### src/rtl/result_display_pkg.sv
// Shared definitions for the result display path: converter states, display
// symbol codes, the symbol-to-segment table and the double-dabble adjust step.
package result_display_pkg;

    localparam int DATA_W      = 20;
    localparam int BCD_DIGITS  = 7;
    localparam int BCD_W       = 4 * BCD_DIGITS;
    localparam int DISP_DIGITS = 4;

    typedef enum logic [1:0] {
        ST_IDLE   = 2'd0,
        ST_SHIFT  = 2'd1,
        ST_FINISH = 2'd2
    } state_t;

    typedef logic [3:0] sym_t;

    // Codes 0..9 are the decimal digits themselves.
    localparam sym_t SYM_ZERO  = 4'd0;
    localparam sym_t SYM_MINUS = 4'd10;
    localparam sym_t SYM_BLANK = 4'd15;

    // Active-low {g,f,e,d,c,b,a}; index 15 first in the concatenation.
    localparam logic [15:0][6:0] SEG_TABLE = {
        7'b1111111, 7'b1111111, 7'b1111111, 7'b1111111, 7'b1111111, // 15..11
        7'b0111111,                                                 // 10 '-'
        7'b0010000, 7'b0000000, 7'b1111000, 7'b0000010, 7'b0010010, // 9..5
        7'b0011001, 7'b0110000, 7'b0100100, 7'b1111001, 7'b1000000  // 4..0
    };

    // Double-dabble correction: every BCD nibble >= 5 gets +3 before the shift.
    function automatic logic [BCD_W-1:0] dabble_adjust(input logic [BCD_W-1:0] acc);
        logic [BCD_W-1:0] res;
        res = acc;
        for (int i = 0; i < BCD_DIGITS; i++) begin
            if (acc[4*i +: 4] >= 4'd5) begin
                res[4*i +: 4] = acc[4*i +: 4] + 4'd3;
            end else begin
                res[4*i +: 4] = acc[4*i +: 4];
            end
        end
        return res;
    endfunction

endpackage

### src/rtl/seg7_decoder.sv
// Combinational symbol code to active-low 7-segment pattern.
module seg7_decoder
    import result_display_pkg::*;
(
    input  logic [3:0] sym,
    output logic [6:0] seg
);

    // Table lookup; unused codes map to blank.
    always_comb begin
        seg = SEG_TABLE[sym];
    end

endmodule

### src/rtl/result_display.sv
// Converts the 20-bit result to BCD by sequential double-dabble and drives the
// 4-digit multiplexed display with blanking, sign and overflow indication.
module result_display
    import result_display_pkg::*;
#(
    parameter int REFRESH_DIV = 6250,
    parameter bit BLANK_ZEROS = 1'b1
) (
    input  logic              clk,
    input  logic              reset_n,
    input  logic              load,
    input  logic [DATA_W-1:0] value,
    input  logic              neg,
    output logic              busy,
    output logic              done,
    output logic              overflow,
    output logic [BCD_W-1:0]  bcd,
    output logic [3:0]        an,
    output logic [6:0]        seg,
    output logic              dp
);

    localparam int               CNT_W    = (REFRESH_DIV > 1) ? $clog2(REFRESH_DIV) : 1;
    localparam logic [CNT_W-1:0] CNT_LAST = CNT_W'(REFRESH_DIV - 1);
    localparam logic [4:0]       LAST_BIT = 5'(DATA_W - 1);

    state_t            state_r, next_state_s;
    logic [DATA_W-1:0] shift_r, shift_step_s;
    logic [BCD_W-1:0]  acc_r, adj_s, acc_step_s, bcd_r;
    logic [4:0]        bit_cnt_r;
    logic              neg_r, busy_r, done_r, overflow_r;
    logic              last_step_s, ovf_next_s;
    logic [1:0]        msd_s;
    sym_t              disp_r      [DISP_DIGITS];
    sym_t              disp_next_s [DISP_DIGITS];
    logic [CNT_W-1:0]  refresh_cnt_r;
    logic [1:0]        scan_idx_r;
    sym_t              cur_sym_s;
    logic [6:0]        cur_seg_s, seg_r;
    logic [3:0]        an_r;

    // Converter next-state logic; flags the final shift step.
    always_comb begin
        next_state_s = state_r;
        last_step_s  = 1'b0;
        case (state_r)
            ST_IDLE: begin
                if (load) next_state_s = ST_SHIFT;
                else      next_state_s = ST_IDLE;
            end
            ST_SHIFT: begin
                if (bit_cnt_r == LAST_BIT) begin
                    next_state_s = ST_FINISH;
                    last_step_s  = 1'b1;
                end else begin
                    next_state_s = ST_SHIFT;
                end
            end
            ST_FINISH: next_state_s = ST_IDLE;
            default:   next_state_s = ST_IDLE;
        endcase
    end

    // One double-dabble step: adjust nibbles, then shift {acc, shift} left.
    always_comb begin
        adj_s        = dabble_adjust(acc_r);
        acc_step_s   = {adj_s[BCD_W-2:0], shift_r[DATA_W-1]};
        shift_step_s = {shift_r[DATA_W-2:0], 1'b0};
    end

    // Display formatting of the completed value: overflow, sign, blanking.
    always_comb begin
        ovf_next_s = (|acc_step_s[BCD_W-1:16]) | (neg_r & (|acc_step_s[15:12]));
        msd_s      = 2'd0;
        for (int i = 1; i < DISP_DIGITS; i++) begin
            if (acc_step_s[4*i +: 4] != 4'd0) msd_s = 2'(i);
            else                              msd_s = msd_s;
        end
        for (int i = 0; i < DISP_DIGITS; i++) begin
            if (ovf_next_s) begin
                disp_next_s[i] = SYM_MINUS;
            end else if ((i == int'(msd_s) + 1) && neg_r && (acc_step_s[15:0] != 16'd0)) begin
                disp_next_s[i] = SYM_MINUS;
            end else if ((i > int'(msd_s)) && BLANK_ZEROS) begin
                disp_next_s[i] = SYM_BLANK;
            end else begin
                disp_next_s[i] = acc_step_s[4*i +: 4];
            end
        end
    end

    // Converter state, datapath and atomic update of the result registers.
    always_ff @(posedge clk or negedge reset_n) begin
        if (!reset_n) begin
            state_r    <= ST_IDLE;
            shift_r    <= {DATA_W{1'b0}};
            acc_r      <= {BCD_W{1'b0}};
            bit_cnt_r  <= 5'd0;
            neg_r      <= 1'b0;
            busy_r     <= 1'b0;
            done_r     <= 1'b0;
            overflow_r <= 1'b0;
            bcd_r      <= {BCD_W{1'b0}};
            disp_r[0]  <= SYM_ZERO;
            for (int i = 1; i < DISP_DIGITS; i++) disp_r[i] <= SYM_BLANK;
        end else begin
            state_r <= next_state_s;
            busy_r  <= (next_state_s == ST_SHIFT);
            done_r  <= (next_state_s == ST_FINISH);
            case (state_r)
                ST_IDLE: begin
                    if (load) begin
                        shift_r   <= value;
                        neg_r     <= neg;
                        acc_r     <= {BCD_W{1'b0}};
                        bit_cnt_r <= 5'd0;
                    end
                end
                ST_SHIFT: begin
                    acc_r     <= acc_step_s;
                    shift_r   <= shift_step_s;
                    bit_cnt_r <= bit_cnt_r + 5'd1;
                    if (last_step_s) begin
                        bcd_r      <= acc_step_s;
                        overflow_r <= ovf_next_s;
                        for (int i = 0; i < DISP_DIGITS; i++) disp_r[i] <= disp_next_s[i];
                    end
                end
                default: begin
                end
            endcase
        end
    end

    // Slot timer and scan index, free-running regardless of conversions.
    always_ff @(posedge clk or negedge reset_n) begin
        if (!reset_n) begin
            refresh_cnt_r <= {CNT_W{1'b0}};
            scan_idx_r    <= 2'd0;
        end else if (refresh_cnt_r == CNT_LAST) begin
            refresh_cnt_r <= {CNT_W{1'b0}};
            scan_idx_r    <= scan_idx_r + 2'd1;
        end else begin
            refresh_cnt_r <= refresh_cnt_r + CNT_W'(1);
        end
    end

    assign cur_sym_s = disp_r[scan_idx_r];

    seg7_decoder u_dec (
        .sym (cur_sym_s),
        .seg (cur_seg_s)
    );

    // Glitch-free anode/segment outputs, one cycle behind the scan index.
    always_ff @(posedge clk or negedge reset_n) begin
        if (!reset_n) begin
            an_r  <= 4'b1110;
            seg_r <= 7'b1000000;
        end else begin
            an_r  <= ~(4'b0001 << scan_idx_r);
            seg_r <= cur_seg_s;
        end
    end

    assign busy     = busy_r;
    assign done     = done_r;
    assign overflow = overflow_r;
    assign bcd      = bcd_r;
    assign an       = an_r;
    assign seg      = seg_r;
    assign dp       = 1'b1;

endmodule

### config.mk
export PLATFORM = sky130hd
export DESIGN_NAME = result_display
export DESIGN_NICKNAME = d
export VERILOG_FILES = /design/src/rtl/result_display_pkg.sv /design/src/rtl/seg7_decoder.sv /design/src/rtl/result_display.sv
export SDC_FILE = /design/constraint.sdc
export NUM_CORES = 1
export LEC_CHECK = 0
export BUFFER_PORTS_ARGS = -buffer_cell sky130_fd_sc_hd__buf_2
export CAP_MARGIN = 20
export CORE_AREA = 4 4 132 134
export CTS_CLUSTER_SIZE = 16
export DETAILED_ROUTE_END_ITERATION = 6
export DIE_AREA = 0 0 136 138
export SETUP_SLACK_MARGIN = 0.5
export SLEW_MARGIN = 15
export SYNTH_ARGS = -nofsm -noshare
export SYNTH_HDL_FRONTEND = slang
export SYNTH_SLANG_ARGS = --single-unit
### constraint.sdc
create_clock -name clk -period 4.4 [get_ports clk]
set_input_delay 0.66 -clock clk [delete_from_list [all_inputs] [get_ports clk]]
set_output_delay 0.66 -clock clk [all_outputs]
set_load 0.02 [all_outputs]
* Word-level counts from Yosys, hierarchy flattened
Memory sizes are Yosys's and may differ from the RTL's. A register that Yosys moved wholly into a read port is not among the register bits.
Index checks and enable logic that the tools add are counted.
** Cells by class
- $add $sub $neg :: 11
- $lt $le $gt $ge :: 11
- Eq/ne operators :: 9
- Shifts and indexed selects :: 1
- Mux-type cells :: 36
- Bitwise logic cells :: 4
- Reduce and logical (&&, ||, !) cells :: 21
** Operators with widths (number)
- $mux 4 :: 19
- $pmux 28 s2 :: 1
- $pmux 20 s2 :: 1
- $eq 2x32->1 const A :: 1
- $eq 3x32->1 const A :: 1
- $logic_not 32->1 :: 1
- $ge 4x3->1 const B :: 7
- $mux 28 :: 1
- $add 4x2->4 const B :: 6
- $mux 20 :: 1
- $reduce_bool 16->1 :: 1
- $add 13x1->13 const B :: 1
- $eq 13x13->1 const B :: 1
- $mux 13 :: 1
- $reduce_bool 4->1 :: 3
- $reduce_or 12->1 :: 1
- $pmux 5 s2 :: 1
- $bmux 4 s2 :: 1
- $logic_and 1x1->1 :: 8
- $mux 2 :: 3
- $reduce_and 2->1 :: 3
- $add 5x1->5 const B :: 1
- $eq 5x5->1 const B :: 1
- $mux 5 :: 1
- 22 further kinds :: 27
** Word-level totals
- Register bits :: 122
- Memory bits (read-only) :: 112
- Bits of input ports :: 24
- Output and inout port bits :: 43
- Word-level logic and storage cells :: 110
- Memories kept :: 1
** Memory list
- (no name shown) :: depth 16, bits a word 7, read ports 1, clocked after memory_dff 1, write ports 0, RTL line seg7_decoder.sv:11 : seg = SEG_TABLE[sym];

* Depth between registers and ports, before layout
Gate-level depths: netlist of the first run.
- Word-level depth :: 12
- Gate-level depth with buffers :: 9
- Depth with buffers taken out :: 8

* Modules after synthesis
Synthesis of the first run repeated with hierarchy kept, for this count alone.
** Second synthesis, totals
- Cell total of the unflattened synthesis :: 635
- Area, all modules :: 6299.8 sq um
** By module, submodules not included
- result_display :: instances 1, cells an instance 602, area each 6075.8 sq um, sequential area each 3248.1 sq um
- seg7_decoder :: instances 1, cells an instance 33, area each 224.0 sq um, sequential area each 0.0 sq um

* Worst setup path after synthesis of the first run
OpenSTA, ideal clock, no wires.
- Path kind :: reg-to-reg
- Start :: register acc_r[16]
- End :: register disp_r[11] (netlist bit)
- Setup time :: 0.083 ns
- Arrival time :: 2.394 ns
- Data required time :: 4.317 ns
- Slack :: 1.922 ns
- Cell stages (with the launch flop) :: 10
- Path buffers :: 1
- Clock period less this slack :: 2.478 ns
- Cell sequence :: dfrtp_1 inv_1 ha_1 nand3_1 or3b_1 a221o_1 nor4_4 nand2_2 buf_6 o32a_1
** On the way
- Word-level cells in the longest chain between the ends :: 5
- Elaborated cells on any way between the ends :: 6
- Those cells by class :: 1 x add/sub; 1 x order compare; 2 x mux; 1 x bitwise; 1 x reduce/logical
** Ends and longest elaborated chain
- start, declared :: RTL line result_display.sv:29 : logic [BCD_W-1:0] acc_r, adj_s, acc_step_s, bcd_r;
- start signal, assigned :: RTL line result_display.sv:97 : acc_r <= {BCD_W{1'b0}};
- start signal, assigned :: RTL line result_display.sv:115 : acc_r <= {BCD_W{1'b0}};
- start signal, assigned :: RTL line result_display.sv:120 : acc_r <= acc_step_s;
- $add 4x2->4 or $ge 4x3->1 (tied branches) :: RTL line result_display_pkg.sv:37, result_display_pkg.sv:36
- $mux 4 (*) :: RTL line result_display_pkg.sv:36 : if (acc[4*i +: 4] >= 4'd5) begin
- $reduce_or 12->1 (*) :: RTL line result_display.sv:73 : ovf_next_s = (|acc_step_s[BCD_W-1:16]) | (neg_r & (|acc_step_s[15:12]));
- $or 1x1->1 (*) :: RTL line result_display.sv:73
- $mux 4 (*) :: RTL line result_display.sv:80 : if (ovf_next_s) begin
- end, declared :: RTL line result_display.sv:34 : sym_t disp_r [DISP_DIGITS];
Mark *: on every way between the ends. The rest lies on a longest branch, timed or not.
A chain may end at the register's enable or synchronous reset.

* Worst setup path after layout of the first run
- Start :: register state_r[1]
- End :: register disp_r[3] (netlist bit)
** On the way
- Word-level cells in the longest chain between the ends :: 3
** Ends and longest elaborated chain
- start, declared :: RTL line result_display.sv:27 : state_t state_r, next_state_s;
- start signal, assigned :: RTL line result_display.sv:107 : state_r <= next_state_s;
- $eq 2x1->1 (*) :: RTL line result_display.sv:46, result_display.sv:110
- $mux 1 :: RTL line result_display.sv:46 : case (state_r)
- $reduce_and 2->1 (no line) (*)
Marks and branches as above.

==> summary.md, run 1 <==
| Metric | Value |
|---|---|
| CP Cell Sequence | nand2b_1 -> buf_4 -> or4_1 -> inv_1 -> nand2_1 -> o32a_1 |
| Largest net degree at the start of global routing | 71 |
| Core box area | 16290 um2 |
| Highest-delay cell along the critical path | dfrtp_1 |
| Vias after detailed routing | 4884 |
| CTS Root Cell | clkbuf_16 |
| CP delay by family, top | simple AND/OR/NAND/NOR gates |
| Post-Syn Area per Cell | 9.715 um2 |
| Synthesized Nets | just over 700 |
| Max-slew headroom | 0.3442 |
| Worst setup margin | around 1.5 ns |
| Ys Warns | 0 |
| Nets | around 760 |
| Post-Synthesis Cells | 654 |
| Number of flops mapped to enable cells by yosys | 0 |
| CP arrival | 3.21 ns |
| Setup bufs post-CTS | 0 |
| Hold buffer count at cts | 0 |
| Number of DRC markers in iteration 0 | 305 |
| CP Capture Type | flop |
| CP bufs+invs | 2 |
| Die Wd | around 140 um |
| Most common cell after layout, fill and taps aside | dfrtp_1 |
| CTS Buf Count | 17 |
| Delay of the slowest critical-path stage | approximately 0.64 ns |
| Area growth, synth to finish | 18.33% |
| Max-slew violation count | 0 |
| TritonCTS clock tree | yes |
| Hold crit path type | primary input to async pin |
| Vias per cell | 5.163 |
| Worst-path fanout max | 28 |
| I/O pins | 67 |
| Routed Antenna Nets | 0 |
| Die ar. | roughly 19000 um2 |
| FF+latch count, synth | 129 |
| Power per cell area | ~750 nW/um2 |
| Asr flop ratio synth | 1.000 |
| H-Tree Depth | 4 |
| Endpoints failing setup | 0 |
| Pleak | 3.355 nW |
| Global route total overflow | 0 |
| Setup CP Type | flop to flop |
| Antenna violations before repair | 0 |
| Crit path time final | between 2 and 3 ns |
| First-pass GRT wire length | between 20000 and 25000 um |
| Max Freq | 348.1 MHz |
| Port Buf Inserts | 65 |
| Number of global-route vias before repair | between 4k and 5k |
| DRT Pass-1 Iters | 5 |
| VDD IR-drop max | around 0.00032 V |
| Detailed placement HPWL | 9736 um |
| CP startpoint kind | flop |
| Critical Path RT | approximately 4.7 ns |
| Mapped Area | 6354 um2 |
| Skew-Pair Late Insertion Delay | 0.42 ns |
| Routed len/inst | 14.78 um |
| Starting Density | 0.3900 |
| Fin. Hold Viols | 0 |
| # DRC | 0 |
| CTS Buffer Depth | 2 |
| Skew final | 0.01438 ns |
| Overall Global Routing Usage | 0.1573 |
| Clock transition at path regs | approximately 0.050 ns |
| Tcrit/Tclk final | 0.6529 |
| Clock sinks | 129 |
| Setup TNS | 0 ns |
| Synth cell types | 54 |
| Rows | 47 |
| Total detailed-routing wirelength | approximately 14000 um |
| GP Congestion | 0.8308 |
| Max-cap viol count | 0 |
| Ant. Diodes | 0 |
| RSZ-0062 raised after global routing | no |
| Most frequent cells in the layout | dfrtp_1 (113), nand2_1 (94), o21ai_0 (84), buf_2 (64), a21oi_1 (42) |
| Post-CTS sizing | 0 |
| Register area share after synthesis | 0.5112 |
| Layout cells sized above 1 | 0.1832 |
| Run status | finished clean |
| Chip Height | 138 um |
| Main synth FF type | dfrtp_1 |
| Pre-CTS setup slack | ~1.5 ns |
| Hold WS | approximately 0.37 ns |
| Slew @ Worst Pin | 0.9748 ns |
-- state kept, by name (all words and copies together), names as in the netlist --
name,count
seg,7
overflow,1
busy,1
state_r,2
refresh_cnt_r,13
acc_r,28
shift_r,20
done,1
bit_cnt_r,5
bcd,28
disp_r,16
scan_idx_r,2
an,4
neg_r,1
-- cell usage after synthesis (all sizes together), types with 7 or more instances --
cell / count / area (um2)
a22oi: 19 / 142.6
dfrtp: 113 / 2828
a21oi: 42 / 210.2
a22o: 7 / 61.31
nor2b: 24 / 150.1
nor3b: 9 / 67.56
clkbuf: 27 / 101.4
nor2: 30 / 112.6
inv: 30 / 112.6
xnor2: 12 / 105.1
dfstp: 16 / 420.4
nand2b: 7 / 43.79
nand2: 95 / 359.1
mux2i: 7 / 70.07
ha: 26 / 325.3
nand3: 12 / 60.06
xor2: 7 / 61.31
nor3: 9 / 45.04
o21ai: 85 / 425.4
-- metal layers --
layer  up-vias  GRT usage  wire (um)
li1       2405          -          -
met4         0    0.05093        232
met2       108     0.2480       6759
met5         -          0          0
met1      2348     0.2095       6332
met3        23    0.04506        656
-- area by class of cell --
cell class | count | area, um2
inverters | 30 | 112.6
clock inverters | 12 | 162.7
flip-flops and latches | 129 | 3248
clock buffers | 20 | 456.7
fillers | 1568 | 8771
repair buffers | 73 | 400.4
well taps | 220 | 275.3
multi-input cells | 462 | 2863
-- cells by family after synthesis --
| logic type | count (synthesis) | share of synthesized area |
|---|---|---|
| AND/OR/NAND/NOR | 218 | 0.1705 |
| AO/OA/AOI/OAI | 185 | 0.1723 |
| flip-flops | 129 | 0.5112 |
| buffers and inverters | 63 | 0.03919 |
| adder cells (fa/ha/maj) | 26 | 0.05120 |
| XOR/XNOR | 19 | 0.02619 |
| multiplexers | 13 | 0.02875 |
| other | 1 | 0.0005902 |
-- power breakdown --
group,leakage [nW],internal (mW),switching (mW)
clock,0.311,0.969,0.498
combinational,1.44,0.825,1.32
sequential,1.60,1.64,0.370
-- worst reg2reg max path, stage by stage, from the launching register on --
cell	delay (ns)
dfrtp_1	0.64
nand2b_1	0.27
buf_4	0.24
or4_1	0.44
inv_1	0.62
nand2_1	0.19
o32a_1	0.40
-- final timing paths --
| check | startpoint | end | slack [ns] | cells past startpoint |
|---|---|---|---|---|
| max | state_r[1]$_DFF_PN0_ | disp_r[3]$_DFFE_PN1P_ | 1.53 | 6 |
| min | reset_n | seg[5]$_DFF_PN0_ | 0.37 | 1 |
| max reg2reg | state_r[1]$_DFF_PN0_ | disp_r[3]$_DFFE_PN1P_ | 1.53 | 6 |
| min reg2reg | disp_r[10]$_DFFE_PN1P_ | disp_r[10]$_DFFE_PN1P_ | 0.47 | 2 |
| max in group asynchronous | reset_n | shift_r[8]$_DFFE_PN0P_ | 3.17 | 2 |
| min in group clk | value[0] | shift_r[0]$_DFFE_PN0P_ | 0.47 | 2 |
-- metrics by stage --
stage	area [um2]	util	power [mW]	std cells
4_1_cts	7518	0.4616	5.679	946
3_5_place_dp	6899	0.4235	4.182	914
5_1_grt	7518	0.4616	6.050	946
2_1_floorplan	6354	-	3.498	654
6_report	7518	0.4616	5.621	946
3_3_place_gp	6899	0.4235	4.086	914
Note: power is estimated with default switching activity, not from simulation.
==> run 2: changes to the inputs <==
clock period = 2.5 ns   (was 4.4 ns; I/O delays follow)
==> run 2 against run 1 <==
Setup slack worse by 1.4 ns; core utilization is 1.9 points higher; worst hold slack worse by 0.18 ns; critical endpoint is now disp_r[6]$_DFFE_PN1P_.
==> summary.md, run 2 (synthesis results as in run 1) <==
| Metric | Value |
|---|---|
| Run status | finished clean |
| Fin. Hold Viols | 0 |
| R2r startpoint | acc_r[17]$_DFFE_PN0P_ |
| Routed len/inst | 15.33 um |
| Layout cells sized above 1 | 0.2297 |
| Final cell count without fillers | 973 |
| Ant. Diodes | 0 |
| Max-slew violation count | 0 |
| First-pass GRT wire length | 25210 um |
| CP arrival | around 2.7 ns |
| CTS Root Cell | clkbuf_16 |
| Worst Hold Path EP | neg_r$_DFFE_PN0P_ |
| Setup TNS | 0 ns |
| Hold path startpoint | neg |
| Die ar. | around 19000 um2 |
| Worst-path fanout max | 6 |
| Hold crit path type | primary input to flop |
| Port Buf Inserts | 65 |
| Slew @ Worst Pin | 0.5034 ns |
| Vias after detailed routing | approximately 5k |
| Skew-Pair Late Insertion Delay | around 0.42 ns |
| RSZ-0062 raised after global routing | yes |
| Overall Global Routing Usage | 0.1658 |
| # DRC | 0 |
| Clock transition at path regs | 0.06 ns |
| Max-slew headroom | 0.6613 |
| Detailed placement HPWL | about 10000 um |
| Worst r2r dst | disp_r[6]$_DFFE_PN1P_ |
| CTS Buf Count | 17 |
| Nets | 790 |
| Routed Antenna Nets | 0 |
| Delay of the slowest critical-path stage | 0.37 ns |
| Chip Height | 138 um |
| Highest-delay cell along the critical path | dfrtp_1 |
| Max Freq | 418.9 MHz |
| Vias per cell | 5.198 |
| Most frequent cells in the layout | dfrtp_1 (111), nand2_1 (94), o21ai_0 (81), buf_2 (64), a21oi_1 (42) |
| Starting Density | 0.3900 |
| Total detailed-routing wirelength | 14920 um |
| Most common cell after layout, fill and taps aside | dfrtp_1 |
| VDD IR-drop max | roughly 0.00057 V |
| Antenna violations before repair | 0 |
| Final Power | 10.10 mW |
| CP Capture Type | flop |
| Post-Place Cells | 930 |
| Util after Layout | 0.4803 |
| TritonCTS clock tree | yes |
| Rows | 47 |
| H-Tree Depth | 4 |
| Endpoints failing setup | 0 |
| R2R cell count | 10 |
| Die Wd | around 140 um |
| Power per cell area | 1291 nW/um2 |
| CTS Buffer Depth | 2 |
| Clock sinks | 129 |
| Number of global-route vias before repair | 5155 |
| Tcrit/Tclk final | 0.9549 |
| Critical Path RT | 2.81 ns |
| Pleak | 3.464 nW |
| CP startpoint kind | flop |
| Hold Path Stages | 2 |
| Number of DRC markers in iteration 0 | approximately 350 |
| GP Congestion | 0.7954 |
| DRT Pass-1 Iters | 5 |
| Largest net degree at the start of global routing | 56 |
| R2r setup slk | ~0.11 ns |
| Fill count | around 1.6k |
| CP Cell Sequence | inv_2 -> ha_4 -> nand3_4 -> or3b_1 -> a221o_1 -> nor4_4 -> buf_6 -> buf_12 -> nand2_8 -> o31ai_1 |
| Area growth, synth to finish | 23.14% |
| Global route total overflow | 0 |
| I/O pins | 67 |
| Skew final | 0.01025 ns |
| Setup CP Type | flop to flop |
| Crit path time final | 2.387 ns |
| Core box area | about 16000 um2 |
| Max-cap viol count | 0 |
## run 2: critical path: cells and delay by family (launching register included)
| family | cells | cell delay (ns) |
|---|---|---|
| and+or+nand+nor | 4 | 0.70 |
| AOI/OAI and AO/OA | 2 | 0.60 |
| DFF | 1 | 0.37 |
| buffers and inverters | 3 | 0.35 |
| adders and majority gates | 1 | 0.28 |
## run 2: area by class of cell
class                           instances  area, um2  share of cell area
Sequential cell                       129       3251              0.4155
Multi-Input combinational cell        463       2988              0.3819
Timing Repair Buffer                   99      651.9             0.08332
Clock buffer                           25      485.5             0.06205
Tap cell                              220      275.3             0.03518
Inverter                               30      112.6             0.01439
Clock inverter                          7      60.06            0.007676
## run 2: what timing repair did
action | 4_1_cts | 5_1_grt
endpoints found under the hold margin | 27 | 0
hold buffers | 1 | 0
gates cloned | 1 | 1
buffers inserted | 4 | 4
setup endpoints to repair | 18 | 38
pin swaps | 6 | 3
resized for setup | 10 | 17
## run 2: power by group
part	switching, mW	internal [mW]
Combinational	2.60	1.74
Sequential	0.591	2.88
Clock	0.855	1.43
Total	4.05	6.05
## run 2: worst max-delay path by stage
| stage | startpoint | cells after the start | slack, ns | to |
|---|---|---|---|---|
| after global placement | acc_r[17]$_DFFE_PN0P_ | 8 | 0.14 | disp_r[1]$_DFFE_PN1P_ |
| after global routing | acc_r[17]$_DFFE_PN0P_ | 10 | 0.006 | disp_r[6]$_DFFE_PN1P_ |
| after CTS | acc_r[17]$_DFFE_PN0P_ | 9 | 0.16 | disp_r[11]$_DFFE_PN1P_ |
| after detailed placement | acc_r[17]$_DFFE_PN0P_ | 8 | 0.06 | disp_r[11]$_DFFE_PN1P_ |
| final | acc_r[17]$_DFFE_PN0P_ | 10 | 0.11 | disp_r[6]$_DFFE_PN1P_ |
| after floorplan | acc_r[16]$_DFFE_PN0P_ | 9 | 0.16 | disp_r[1]$_DFFE_PN1P_ |
## run 2: per-layer routing
metal | track usage | up-vias | wire length (um)
li1 | - | 2456 | -
met1 | 0.2161 | 2445 | 6618
met2 | 0.2644 | 126 | 7209
met3 | 0.03634 | 31 | 686
met4 | 0.07427 | 0 | 400
met5 | 0 | - | 0
## run 2: through the flow
stage	area [um2]	worst slack (ns)	hold slack, ns
floorplan	6365	0.1623	0.07941
global placement	7042	0.1429	0.3384
detailed placement	7042	0.05998	0.3410
CTS	7672	0.1612	0.1668
global route	7824	0.006392	0.1715
finish	7824	0.1127	0.1853
==> run 3: changes to the inputs <==
ABC_AREA = 1   (was default)
CAP_MARGIN = 30   (was 20)
CORE_AREA = 4 4 131 133   (was 4 4 132 134)
DIE_AREA = 0 0 135 137   (was 0 0 136 138)
==> run 3 against run 2 <==
Combinational power about the same; area after synthesis fell by 1.4%; clock skew increased by 0.0021 ns; cell area down 1.1%; core utilization grew 0.85 points; first-iteration DRC count fell by 30%; total power rose by 2.2%; global-route usage down 0.57 points; die area down 1.5%; count of clock-buffer cells in the layout fell by 6; critical path depth increased by 4; sequential share of layout area grew 0.47 points; largest cell class unchanged; largest power group unchanged.
==> summary.md, run 3 <==
| Metric | Value |
|---|---|
| Tcrit/Tclk final | 0.7597 |
| Asr flop ratio synth | 1.000 |
| Main synth FF type | dfrtp_1 |
| Most frequent cells in the layout | nand2_1 (195), dfrtp_1 (111), inv_1 (87), buf_2 (64), o21ai_0 (48) |
| Hold WS | 0.1523 ns |
| Area growth, synth to finish | 23.44% |
| Count leader, synth | nand2_1 |
| Global route total overflow | 0 |
| H-Tree Depth | 4 |
| Port Buf Inserts | 65 |
| Antenna violations before repair | 0 |
| # DRC | 0 |
| Total detailed-routing wirelength | 13970 um |
| Post-Syn Area per Cell | about 8.5 um2 |
| Synth area leader | dfrtp_1 |
| Number of flops mapped to enable cells by yosys | 0 |
| Post-Synthesis Cells | 735 |
| Nets | between 800 and 900 |
| VDD IR-drop max | 0.0006108 V |
| CTS Buf Count | 17 |
| Crit path time final | around 1.9 ns |
| Hold Path Stages | 3 |
| Layout cells sized above 1 | 0.2458 |
| CP Capture Type | flop |
| Synth top cells by count | nand2_1 (208), dfrtp_1 (113), inv_1 (100), o21ai_0 (49), nor2_1 (38) |
| Mapped Area | 6267 um2 |
| Worst-path fanout max | 5 |
| Clock sinks | 129 |
| Post-Place Cells | 1008 |
| Starting Density | 0.3960 |
| Routed len/inst | 13.31 um |
| Area post-placement | 6898 um2 |
| Number of DRC markers in iteration 0 | 246 |
| Max Freq | 526.5 MHz |
| Routed Antenna Nets | 0 |
| CP Cell Sequence | inv_2 -> ha_4 -> inv_1 -> nand2_2 -> nand2_2 -> nand3_2 -> nand2_2 -> nor2_1 -> nand2_1 -> nor2_4 -> nand3_4 -> nor2_2 -> nand3_1 -> nand2_1 |
| Pre-CTS setup slack | 0.4511 ns |
| TritonCTS clock tree | yes |
| Delay of the slowest critical-path stage | 0.41 ns |
| I/O pins | 67 |
| Setup CP Type | flop to flop |
| Hold crit path type | primary input to flop |
| CP delay by family, top | simple AND/OR/NAND/NOR gates |
| Endpoints failing setup | 0 |
| Worst Hold Path EP | neg_r$_DFFE_PN0P_ |
| Ant. Diodes | 0 |
| Synth cell types | 37 |
| Setup TNS | 0 ns |
| Pleak | 3.960 nW |
| CTS Root Cell | clkbuf_16 |
| Detailed placement HPWL | 9449 um |
| Synthesized Nets | approximately 790 |
| CTS Buffer Depth | 2 |
| Die ar. | approximately 18000 um2 |
| Highest-delay cell along the critical path | dfrtp_1 |
| Power per cell area | 1334 nW/um2 |
| Critical Path RT | 2.86 ns |
| Run status | finished clean |
| Fin. Hold Viols | 0 |
| Rows | 46 |
| Hold path startpoint | neg |
| Register area share after synthesis | 0.5183 |
| Skew-Pair Late Insertion Delay | between 0.4 and 0.5 ns |
| RSZ-0062 raised after global routing | yes |
| R2r setup slk | 0.60 ns |
| Worst setup margin | 0.6007 ns |
| Vias per cell | ~4.7 |
| Yosys top cell area share | 0.4512 |
| Number of global-route vias before repair | 4900 |
| DRT Pass-1 Iters | 4 |
| Most common cell after layout, fill and taps aside | nand2_1 |
| Chip Height | 137 um |
| Vias after detailed routing | 4973 |
| Skew final | between 0.01 and 0.015 ns |
| Max-cap viol count | 0 |
| Core box area | 15830 um2 |
| R2R cell count | 14 |
| Overall Global Routing Usage | 0.1601 |
| CP startpoint kind | flop |
| Finished Cell Area | between 7000 and 8000 um2 |
| Die Wd | 135 um |
| Cell mode on critical path | nand2_2 |
| Synth top area cells | dfrtp_1 (45%), nand2_1 (12%), dfstp_2 (6.7%) |
| First-pass GRT wire length | 23590 um |
| R2r startpoint | acc_r[12]$_DFFE_PN0P_ |
| Worst r2r dst | disp_r[6]$_DFFE_PN1P_ |
| Largest net degree at the start of global routing | 48 |
| Ys Warns | 0 |
| Clock transition at path regs | 0.07 ns |
| Max-slew violation count | 0 |
| FF+latch count, synth | 129 |
| CP bufs+invs | 2 |
| GP Congestion | 0.7921 |
| CP arrival | 2.26 ns |
| Final cell count without fillers | 1050 |
## run 3: cell count changes after synthesis, sizes merged, moves of 10 or more
cell,before,now
xnor2,12,0
a22oi,19,9
a21oi,42,9
nor2,30,45
nand3,12,33
inv,30,103
nor2b,24,0
o21ai,85,61
nand4,4,14
o22ai,0,27
nand2,95,216
clkbuf,27,9
## run 3: what timing repair did
| action | 4_1_cts | 5_1_grt |
|---|---|---|
| hold buffers | 1 | 0 |
| gates cloned | 0 | 1 |
| endpoints found under the setup margin | 3 | 29 |
| pin swaps | 0 | 15 |
| resized for setup | 1 | 47 |
| setup buffers | 0 | 8 |
| endpoints found under the hold margin | 41 | 0 |
## run 3: tightest hold or removal path, delay by kind of cell
family / cells / cell delay [ns]
buffers and inverters: 1 / 0.09
and+or+nand+nor: 2 / 0.08
## run 3: worst max-delay path by stage
stage | startpoint | end | slack (ns) | cells after the start
finish | acc_r[12]$_DFFE_PN0P_ | disp_r[6]$_DFFE_PN1P_ | 0.60 | 14
global route | acc_r[16]$_DFFE_PN0P_ | disp_r[4]$_DFFE_PN1P_ | 0.40 | 14
CTS | acc_r[20]$_DFFE_PN0P_ | disp_r[0]$_DFFE_PN1P_ | 0.53 | 12
detailed placement | scan_idx_r[0]$_DFFE_PN0N_ | seg[0]$_DFF_PN0_ | 0.45 | 9
global placement | scan_idx_r[0]$_DFFE_PN0N_ | seg[0]$_DFF_PN0_ | 0.47 | 9
floorplan | acc_r[12]$_DFFE_PN0P_ | disp_r[0]$_DFFE_PN1P_ | 0.82 | 14
## run 3: area by class of cell
| cell class | instances | area, um2 |
|---|---|---|
| clock inverters | 13 | 185.2 |
| multi-input cells | 480 | 2653 |
| repair buffers | 88 | 535.5 |
| fillers | 1519 | 8092 |
| well taps | 216 | 270.3 |
| inverters | 105 | 399.1 |
| clock buffers | 19 | 442.9 |
| flip-flops and latches | 129 | 3251 |
## run 3: logic make-up after synthesis
| family | count (synthesis) | synth area share |
|---|---|---|
| AOI/OAI and AO/OA | 127 | 0.1214 |
| xor gates and xnor gates | 7 | 0.009783 |
| adders and majority gates | 26 | 0.05191 |
| buffers and inverters | 127 | 0.07906 |
| DFF | 129 | 0.5183 |
| muxes | 1 | 0.001597 |
| other | 1 | 0.0005983 |
| and+or+nand+nor | 317 | 0.2174 |
## run 3: metrics by stage
step | total power [mW] | utilization
final | 10.32 | 0.4888
after detailed placement | 7.360 | 0.4358
after CTS | 10.05 | 0.4762
after global routing | 11.19 | 0.4888
after global placement | 7.314 | 0.4358
after floorplan | 6.136 | -
## run 3: per-layer routing
metal | track usage | share of wire | routed length [um]
met2 | 0.2524 | 0.46 | 6461
met4 | 0.05599 | 0.011 | 148
met3 | 0.04412 | 0.040 | 564
met5 | 0 | 0 | 0
met1 | 0.2133 | 0.49 | 6799
## run 3: where the power goes
group          switching, mW  internal [mW]  leakage, nW
Combinational           2.78           1.59         2.06
Sequential             0.456           2.86         1.61
Clock                  0.939           1.69        0.292
